[src/rtl/regfile_port_scheduler_pkg.sv]
// Shared constants and types for the register-file write-port scheduler.
package regfile_pkg;
  localparam int unsigned WIDTH            = 16;
  localparam int unsigned REGISTER_BITS    = 4;
  localparam int unsigned DBG_STARVE_LIMIT = 8;

  typedef enum logic [1:0] {
    SRC_CLEAR = 2'd0,
    SRC_ALU   = 2'd1,
    SRC_MEM   = 2'd2,
    SRC_DBG   = 2'd3
  } write_src_t;

  typedef enum logic {
    ST_CLEAR = 1'b0,
    ST_RUN   = 1'b1
  } state_t;

  typedef enum logic {
    RR_ALU = 1'b0,
    RR_MEM = 1'b1
  } rr_sel_t;
endpackage

[src/rtl/regfile_port_scheduler_if.sv]
// Requester handshakes and register-file write drive of the port scheduler.
interface regfile_port_scheduler_if #(
  parameter int unsigned WIDTH         = regfile_pkg::WIDTH,
  parameter int unsigned REGISTER_BITS = regfile_pkg::REGISTER_BITS
);
  logic                     alu_valid;
  logic [REGISTER_BITS-1:0] alu_addr;
  logic [WIDTH-1:0]         alu_data;
  logic                     alu_ready;
  logic                     mem_valid;
  logic [REGISTER_BITS-1:0] mem_addr;
  logic [WIDTH-1:0]         mem_data;
  logic                     mem_ready;
  logic                     dbg_valid;
  logic [REGISTER_BITS-1:0] dbg_addr;
  logic [WIDTH-1:0]         dbg_data;
  logic                     dbg_ready;
  logic                     rf_write;
  logic [REGISTER_BITS-1:0] rf_waddr;
  logic [WIDTH-1:0]         rf_wdata;
  logic [1:0]               write_src;

  modport master (
    output alu_valid, alu_addr, alu_data, mem_valid, mem_addr, mem_data,
           dbg_valid, dbg_addr, dbg_data,
    input  alu_ready, mem_ready, dbg_ready, rf_write, rf_waddr, rf_wdata, write_src
  );

  modport slave (
    input  alu_valid, alu_addr, alu_data, mem_valid, mem_addr, mem_data,
           dbg_valid, dbg_addr, dbg_data,
    output alu_ready, mem_ready, dbg_ready, rf_write, rf_waddr, rf_wdata, write_src
  );
endinterface

[src/rtl/rf_rr_arbiter.sv]
// Two-way round-robin between ALU and load-unit writebacks.
module rf_rr_arbiter
  import regfile_pkg::*;
(
  input  logic    clock,
  input  logic    reset,
  input  logic    alu_valid,
  input  logic    mem_valid,
  input  logic    accept,
  output rr_sel_t grant
);
  rr_sel_t last;

  // Reset to "mem granted last" so the ALU wins the first tie.
  always_ff @(posedge clock) begin
    if (!reset)      last <= RR_MEM;
    else if (accept) last <= grant;
  end

  always_comb begin
    grant = RR_ALU;
    if (alu_valid && mem_valid) grant = (last == RR_MEM) ? RR_ALU : RR_MEM;
    else if (mem_valid)         grant = RR_MEM;
  end
endmodule

[src/rtl/regfile_port_scheduler.sv]
// Single register-file write port shared by ALU, load unit and debug host,
// with a clearing sweep of registers 1..N after reset or on request.
module regfile_port_scheduler
  import regfile_pkg::*;
#(
  parameter int unsigned WIDTH         = regfile_pkg::WIDTH,
  parameter int unsigned REGISTER_BITS = regfile_pkg::REGISTER_BITS
) (
  input  logic                     clock,
  input  logic                     reset,
  input  logic                     clear_req,
  regfile_port_scheduler_if.slave  rf,
  output logic                     busy
);
  localparam logic [REGISTER_BITS-1:0] FIRST_ADDR = {{(REGISTER_BITS-1){1'b0}}, 1'b1};
  localparam logic [REGISTER_BITS-1:0] LAST_ADDR  = '1;

  state_t                   state, state_nx;
  logic [REGISTER_BITS-1:0] clr_addr, clr_addr_nx;
  logic [3:0]               dbg_wait, dbg_wait_nx;
  logic                     wr_q, wr_nx;
  logic [REGISTER_BITS-1:0] waddr_q, waddr_nx;
  logic [WIDTH-1:0]         wdata_q, wdata_nx;
  write_src_t               src_q, src_nx;

  rr_sel_t rr_grant;
  logic    acc_alu, acc_mem, acc_dbg;
  logic    run_ok, dbg_starved;

  assign run_ok      = reset && (state == ST_RUN) && !clear_req;
  assign dbg_starved = (dbg_wait >= 4'(DBG_STARVE_LIMIT));

  rf_rr_arbiter u_rr (
    .clock    (clock),
    .reset    (reset),
    .alu_valid(rf.alu_valid),
    .mem_valid(rf.mem_valid),
    .accept   (acc_alu || acc_mem),
    .grant    (rr_grant)
  );

  // A starved debug host overrides the ALU/load round-robin.
  always_comb begin
    acc_alu = 1'b0;
    acc_mem = 1'b0;
    acc_dbg = 1'b0;
    if (run_ok) begin
      if (rf.dbg_valid && dbg_starved) begin
        acc_dbg = 1'b1;
      end else if (rf.alu_valid || rf.mem_valid) begin
        acc_alu = (rr_grant == RR_ALU);
        acc_mem = (rr_grant == RR_MEM);
      end else begin
        acc_dbg = rf.dbg_valid;
      end
    end
  end

  assign rf.alu_ready = acc_alu;
  assign rf.mem_ready = acc_mem;
  assign rf.dbg_ready = acc_dbg;
  assign busy         = !reset || (state == ST_CLEAR);

  always_comb begin
    state_nx    = state;
    clr_addr_nx = clr_addr;
    wr_nx       = 1'b0;
    waddr_nx    = waddr_q;
    wdata_nx    = wdata_q;
    src_nx      = src_q;
    dbg_wait_nx = dbg_wait;

    case (state)
      ST_CLEAR: begin
        wr_nx    = 1'b1;
        waddr_nx = clr_addr;
        wdata_nx = '0;
        src_nx   = SRC_CLEAR;
        if (clear_req) begin
          clr_addr_nx = FIRST_ADDR;
        end else if (clr_addr == LAST_ADDR) begin
          state_nx    = ST_RUN;
          clr_addr_nx = FIRST_ADDR;
        end else begin
          clr_addr_nx = clr_addr + 1'b1;
        end
      end
      default: begin
        if (clear_req) begin
          state_nx    = ST_CLEAR;
          clr_addr_nx = FIRST_ADDR;
        end
        // Writes to register 0 complete the handshake but are dropped here.
        if (acc_alu) begin
          wr_nx = |rf.alu_addr; waddr_nx = rf.alu_addr; wdata_nx = rf.alu_data; src_nx = SRC_ALU;
        end else if (acc_mem) begin
          wr_nx = |rf.mem_addr; waddr_nx = rf.mem_addr; wdata_nx = rf.mem_data; src_nx = SRC_MEM;
        end else if (acc_dbg) begin
          wr_nx = |rf.dbg_addr; waddr_nx = rf.dbg_addr; wdata_nx = rf.dbg_data; src_nx = SRC_DBG;
        end
      end
    endcase

    if (!rf.dbg_valid || acc_dbg)                  dbg_wait_nx = '0;
    else if (state == ST_RUN && dbg_wait != '1)    dbg_wait_nx = dbg_wait + 4'd1;
  end

  always_ff @(posedge clock) begin
    if (!reset) begin
      state    <= ST_CLEAR;
      clr_addr <= FIRST_ADDR;
      dbg_wait <= '0;
      wr_q     <= 1'b0;
      waddr_q  <= '0;
      wdata_q  <= '0;
      src_q    <= SRC_CLEAR;
    end else begin
      state    <= state_nx;
      clr_addr <= clr_addr_nx;
      dbg_wait <= dbg_wait_nx;
      wr_q     <= wr_nx;
      waddr_q  <= waddr_nx;
      wdata_q  <= wdata_nx;
      src_q    <= src_nx;
    end
  end

  assign rf.rf_write  = wr_q;
  assign rf.rf_waddr  = waddr_q;
  assign rf.rf_wdata  = wdata_q;
  assign rf.write_src = src_q;
endmodule

[src/flat_wrapper.sv]
// flat-port wrapper written by rule: the top's interface ports become plain ports
module regfile_port_scheduler_flat import regfile_pkg::*;
#(
  parameter int unsigned WIDTH         = regfile_pkg::WIDTH,
  parameter int unsigned REGISTER_BITS = regfile_pkg::REGISTER_BITS
)
  (clock, reset, clear_req, busy, rf_alu_valid, rf_alu_addr, rf_alu_data, rf_mem_valid, rf_mem_addr, rf_mem_data, rf_dbg_valid, rf_dbg_addr, rf_dbg_data, rf_alu_ready, rf_mem_ready, rf_dbg_ready, rf_rf_write, rf_rf_waddr, rf_rf_wdata, rf_write_src);
  regfile_port_scheduler_if #(.WIDTH(WIDTH), .REGISTER_BITS(REGISTER_BITS)) rf_i ();
  input  logic clock;
  input  logic reset;
  input  logic clear_req;
  output logic busy;
  input wire logic [$bits(rf_i.alu_valid)-1:0] rf_alu_valid;
  input wire logic [$bits(rf_i.alu_addr)-1:0] rf_alu_addr;
  input wire logic [$bits(rf_i.alu_data)-1:0] rf_alu_data;
  input wire logic [$bits(rf_i.mem_valid)-1:0] rf_mem_valid;
  input wire logic [$bits(rf_i.mem_addr)-1:0] rf_mem_addr;
  input wire logic [$bits(rf_i.mem_data)-1:0] rf_mem_data;
  input wire logic [$bits(rf_i.dbg_valid)-1:0] rf_dbg_valid;
  input wire logic [$bits(rf_i.dbg_addr)-1:0] rf_dbg_addr;
  input wire logic [$bits(rf_i.dbg_data)-1:0] rf_dbg_data;
  output wire logic [$bits(rf_i.alu_ready)-1:0] rf_alu_ready;
  output wire logic [$bits(rf_i.mem_ready)-1:0] rf_mem_ready;
  output wire logic [$bits(rf_i.dbg_ready)-1:0] rf_dbg_ready;
  output wire logic [$bits(rf_i.rf_write)-1:0] rf_rf_write;
  output wire logic [$bits(rf_i.rf_waddr)-1:0] rf_rf_waddr;
  output wire logic [$bits(rf_i.rf_wdata)-1:0] rf_rf_wdata;
  output wire logic [$bits(rf_i.write_src)-1:0] rf_write_src;
  assign rf_i.alu_valid = rf_alu_valid;
  assign rf_i.alu_addr = rf_alu_addr;
  assign rf_i.alu_data = rf_alu_data;
  assign rf_i.mem_valid = rf_mem_valid;
  assign rf_i.mem_addr = rf_mem_addr;
  assign rf_i.mem_data = rf_mem_data;
  assign rf_i.dbg_valid = rf_dbg_valid;
  assign rf_i.dbg_addr = rf_dbg_addr;
  assign rf_i.dbg_data = rf_dbg_data;
  assign rf_alu_ready = rf_i.alu_ready;
  assign rf_mem_ready = rf_i.mem_ready;
  assign rf_dbg_ready = rf_i.dbg_ready;
  assign rf_rf_write = rf_i.rf_write;
  assign rf_rf_waddr = rf_i.rf_waddr;
  assign rf_rf_wdata = rf_i.rf_wdata;
  assign rf_write_src = rf_i.write_src;
  regfile_port_scheduler #(.WIDTH(WIDTH), .REGISTER_BITS(REGISTER_BITS)) u_core (.clock(clock), .reset(reset), .clear_req(clear_req), .rf(rf_i), .busy(busy));
endmodule
[config.mk]
export PLATFORM = sky130hd
export DESIGN_NAME = regfile_port_scheduler_flat
export DESIGN_NICKNAME = d
export VERILOG_FILES = /design/src/rtl/regfile_port_scheduler_pkg.sv /design/src/rtl/regfile_port_scheduler_if.sv /design/src/rtl/rf_rr_arbiter.sv /design/src/rtl/regfile_port_scheduler.sv /design/src/flat_wrapper.sv
export SDC_FILE = /design/constraint.sdc
export NUM_CORES = 1
export LEC_CHECK = 0
export BUFFER_PORTS_ARGS = -buffer_cell sky130_fd_sc_hd__buf_4
export CELL_PAD_IN_SITES_DETAIL_PLACEMENT = 0
export CELL_PAD_IN_SITES_GLOBAL_PLACEMENT = 1
export CORE_UTILIZATION = 32
export CTS_BUF_LIST = sky130_fd_sc_hd__clkbuf_16
export DETAILED_ROUTE_END_ITERATION = 8
export GPL_TIMING_DRIVEN = 0
export PLACE_DENSITY_LB_ADDON = 0.1
export RECOVER_POWER = 25
export SYNTH_ARGS = -nofsm -noshare
export SYNTH_HDL_FRONTEND = slang
export SYNTH_SLANG_ARGS = --single-unit
[constraint.sdc]
create_clock -name clock -period 1.8 [get_ports clock]
set_clock_uncertainty 0.05 [all_clocks]
set_input_delay 0.09 -clock clock [delete_from_list [all_inputs] [get_ports clock]]
set_output_delay 0.09 -clock clock [all_outputs]
set_load 0.02 [all_outputs]
======== After elaboration in Yosys (flattened, before gate mapping) ========
Index checks and enable logic that the tools add are counted.
storage, ports and cells
  input bits .............................. 66
  output and inout port bits .............. 27
  logic and storage cells ................. 73
  flip-flop bits (word level) ............. 33
operators by class
  order comparisons ....................... 1
  mux-type cells .......................... 34
  bitwise gates (word level) .............. 3
  reduce and logical (&&, ||, !) cells .... 20
  $add $sub $neg .......................... 2
  equality and inequality tests ........... 4
operators by type and width
  cell                                                           count
  16-bit 2-to-1 mux                                              3
  4-bit 2-to-1 mux                                               8
  1-bit 2-to-1 mux                                               21
  4-bit OR reduction                                             3
  4-bit by 1-bit adder with 4-bit output, second input constant  2
  4-bit inequality test, second input constant                   2
  1-bit logical AND                                              5
  4-bit equality test, second input constant                     1
  4-bit >= comparator, second input constant                     1
  1-bit logical OR                                               4
  2-bit 2-to-1 mux                                               2
  1-bit logical NOT                                              3
  1-bit inverter                                                 3
  3-bit nonzero test                                             1
  3-bit OR reduction                                             1
  2-bit inequality test, second input constant                   1
  2-bit AND reduction                                            1
  2-bit nonzero test                                             1
  2-bit OR reduction                                             1

======== Longest topological paths before layout ========
  word-level depth ........................ 8
  gate-level depth with buffers ........... 7
  depth with buffers taken out ............ 5

======== Cells and area by module ========
A second synthesis with hierarchy kept.
unflattened totals
  cells, all modules ...................... 222
  area total of the unflattened synthesis .. 1848.0 µm²
by module, submodules not included
  module                  instances  area an instance (µm²)  seq. area each (µm²)  cells an instance
  regfile_port_scheduler  1          1801.7                  640.6                 217
  rf_rr_arbiter           1          46.3                    20.0                  5

======== Worst setup path before layout ========
OpenSTA, ideal clock, no wires.
  path type ............................... register -> register
  from .................................... register u_core.state
  to ...................................... register u_core.waddr_q[2] (netlist: u_core.rf.rf_waddr[2])
  period minus slack after synthesis ...... 1.438 ns
  path slack .............................. 0.362 ns
  required time ........................... 1.628 ns
  cell stages (with the launch flop) ...... 7
  path buffers ............................ 2
  library setup time ...................... 0.122 ns
  data arrival time ....................... 1.267 ns
  path through ............................ dfxtp_1 buf_2 and3b_1 buf_2 nand4_1 inv_2 a221o_1
on the way
  elaborated cells on any way between the ends .. 9
  classes of those cells .................. eq/ne: 1; mux: 6; reduce/logical: 2
RTL lines
  what                               line                           RTL
  from (decl)                        regfile_port_scheduler.sv:18   state_t state, state_nx;
  from (signal assigned)             regfile_port_scheduler.sv:118  state <= state_nx;
  1-bit logical AND * (2 in series)  regfile_port_scheduler.sv:30   assign run_ok = reset && (state == ST_RUN) && !clear_req;
  1-bit 2-to-1 mux *                 regfile_port_scheduler.sv:47   if (run_ok) begin
  named net rf_alu_ready             flat_wrapper.sv:22             output wire logic [$bits(rf_i.alu_ready)-1:0] rf_alu_ready;
  4-bit 2-to-1 mux                   regfile_port_scheduler.sv:94   if (acc_alu) begin
  4-bit 2-to-1 mux                   regfile_port_scheduler.sv:73   case (state)
  to (signal assigned)               regfile_port_scheduler.sv:122  waddr_q <= waddr_nx;
  to (decl)                          regfile_port_scheduler.sv:22   logic [REGISTER_BITS-1:0] waddr_q, waddr_nx;
The timed path passes the listed nets; every way through them passes the cells marked *.
A chain may end at the register's enable or synchronous reset.

======== Final worst setup path ========
  from .................................... register u_core.state
  to ...................................... output rf_dbg_ready
on the way
  word-level cells in the longest chain between the ends .. 3
ends and longest elaborated chain
  what                             line                          RTL
  1-bit logical AND (2 in series)  regfile_port_scheduler.sv:30
  1-bit 2-to-1 mux                 regfile_port_scheduler.sv:47
  to (decl)                        flat_wrapper.sv:24            output wire logic [$bits(rf_i.dbg_ready)-1:0] rf_dbg_ready;
Every way passes these cells.

==> results.toml <==
[placed_design]
place_hpwl_um = 4344
gp_congestion = 0.7954
portBuffers = 92

[grt]
grt_pass1_vias = 1838
grt_pass1_wl_um = 8914
grt_overflow = 0
grt_max_degree = 11
antenna_found_initial = 0
grtUsageTotal_pct = 18.98

[final_layout]
final_common_cell = "buf_4"
final_cell_mix = "buf_4 (79), dfxtp_1 (33), nand2_1 (28)"
drive_gt1_share_pct = 35.19
fin_nets = 392
insertedDiodeCount = 0
syn_to_final_growth_pct = 46.76

[floorplanning]
fp.coreArea_mm2 = 0.005574
num_rows = 27
fp.dieW_um = 78.46
die_y_um = 78.46
ioPinCount = 93
initial_core_util_pct = 33.56
die-area_mm2 = 0.006155

[critical_path]
start_kind = "flop"
critPathMaxStageDelay_ns = 0.30
r2r_end = "u_core.rf.rf_wdata[0]"
required_ns = 1.66
crit_start = "u_core.state"
path_class = "flop to primary output"
crit_top_cell = "buf_2"
reg2reg_from = "u_core.state"
cp-end-kind = "primary output"
cp_cell_sequence = "buf_2 -> and3b_1 -> buf_2 -> nand3_1 -> inv_1 -> buf_4"
r2r_cells = 6
cpMaxStageDelayCell = "dfxtp_1"
crit_end = "rf_dbg_ready"
critPathMaxFanout = 7
r2r_setup_slack_ns = 0.19
cp.arrival_ns = 1.54

[synthesis]
yosys.area.top_type = "dfxtp_1"
synthCells = 223
avgSynthCellArea_um2 = 8.388
ys.flop_type = "dfxtp_1"
synth_top_area_share_pct = 35.32
ys_types = 42
synth_area_mm2 = 0.001871
ys_seq_elements = 33
synthArstFlopShare_pct = 0
synth_warnings = 0
synth_nets = 292
yosysSeqAreaShare_pct = 35.32
synth-edff-count = 0
yosys-top-cells-area = "dfxtp_1 (35%), a221oi_2 (7.2%), a21oi_1 (5.6%), nand2_1 (5.6%), o21ai_0 (5.1%)"

[drt]
ant_nets = 0
via_count = 2014
first_iter_violations = 137
avgRoutedWirePerCell_um = 14.51
routed_wirelength_um = 5744
post_drt_via_cell_ratio = 5.086
drcViolationCount = 0
firstDrtPassIters = 4

[job]
cap_violations = 0

[clock_tree]
cts-root-buf = "clkbuf_16"
cts_tree = "built"
clk_latency_ns = 0.28
clk_pin_slew_worst_paths_ns = 0.06
h-tree-depth = 2
numCtsBuffers = 5
clock_path_buffers = 2
clock-sinks = 33

[sta]
rsz0062_at_grt = "false"
finalSetupTns_ns = 0
relSlewSlack_pct = 65.99
fin_crit_ns = 1.684
finalHoldViolations = 0
tightest_slew_ns = 0.5101
post-route-period-util_pct = 93.58
fmax_mhz = 593.7
setup_viol_count_final = 0
maxSlewViolCount = 0

[power_and_ir_drop]
leakage_nw = 1.208
max-vdd-ir-drop_mv = 0.2993
powerDensity_mw_per_mm2 = 654.2
total_power_mw = 1.796

[min_path]
hold_class = "primary input to flop"

[status]
status = "finished clean"
==> flip-flops by register name, indices dropped and copies added, names as in the netlist <==
register and count:
u_core.clr_addr 4, u_core.dbg_wait 4, u_core.rf.rf_waddr 4, u_core.rf.rf_wdata 16, u_core.rf.rf_write 1, u_core.rf.write_src 2
u_core.state 1, u_core.u_rr.last 1
==> cell type report <==
class                           count  area (um2)
Multi-Input combinational cell    165        1077
Buffer                             17       103.9
Tap cell                           72       90.09
Clock buffer                        5       125.1
Inverter                            8       30.03
Sequential cell                    33       660.6
Fill cell                         590        2829
Clock inverter                      3       13.76
Timing Repair Buffer               93       644.4
==> power breakdown <==
group          internal [mW]  leakage [nW]  switching [mW]
clock network          0.501        0.0748           0.297
logic                  0.143         0.866           0.109
registers              0.739         0.267         0.00671
==> kinds of logic (layout without fill, tap and decap cells) <==
logic type                 after synthesis  in the layout  share of synthesized area [%]
muxes                                    4              4                          2.341
and+or+nand+nor                         78             78                          21.27
buffers and inverters                   25            126                          7.090
AOI/OAI and AO/OA                       76             76                          30.10
adders and majority gates                3              3                          2.007
DFF                                     33             33                          35.32
xor gates and xnor gates                 4              4                          1.873
==> synthesized netlist by cell type, drive strengths merged (3+ instances only) <==
library cell and instances:
inv 8, nor2b 3, a21oi 21, clkbuf 5, nand2b 15, nor2 7
a221oi 16, a31oi 5, mux2 3, dfxtp 33, buf 12, nand3 9
ha 3, nand2 29, or2b 3, o21ai 19, o22ai 3
==> metrics by stage <==
step	instance area, um2	setup WS (ns)	util, %	instances	hold slack (ns)
detailed placement	2651	0.2006	47.56	387	0.2863
floorplan	1871	0.3618	-	223	0.1709
global placement	2651	0.2138	47.56	387	0.2837
finish	2745	0.1156	49.25	396	0.01138
global route	2745	0.03174	49.25	396	0.01160
CTS	2800	0.05929	50.24	396	0.005784
==> critical path: cells and delay by family (launching register included) <==
family	cells	cell delay, ns
simple gates	2	0.29
flops	1	0.30
buf+inv	4	0.69
==> metal layers <==
metal  wire length [um]  global-route usage (%)  share of wire [%]
met1               2854                   25.76                 50
met2               2488                   29.47                 43
met3                352                   4.419                6.1
met4                 48                   6.111               0.84
met5                  0                       0                  0
==> worst min path at each step <==
stage              startpoint                     to  slack [ns]  cells after the start
4_1_cts        rf_mem_data[3]  u_core.rf.rf_wdata[3]       0.006                      3
6_report       rf_mem_data[3]  u_core.rf.rf_wdata[3]        0.01                      3
2_1_floorplan       clear_req     u_core.clr_addr[0]        0.17                      2
3_5_place_dp   rf_alu_addr[2]  u_core.rf.rf_waddr[2]        0.29                      2
3_3_place_gp   rf_alu_addr[2]  u_core.rf.rf_waddr[2]        0.28                      2
5_1_grt        rf_mem_data[3]  u_core.rf.rf_wdata[3]        0.01                      3
==> timing repair <==
item,4_1_cts,5_1_grt
buffers inserted,0,0
gates resized for setup,0,2
hold buffers,1,0
endpoints found under the hold margin,1,0
setup endpoints to repair,0,1
Power figures use the tool's default switching activity.
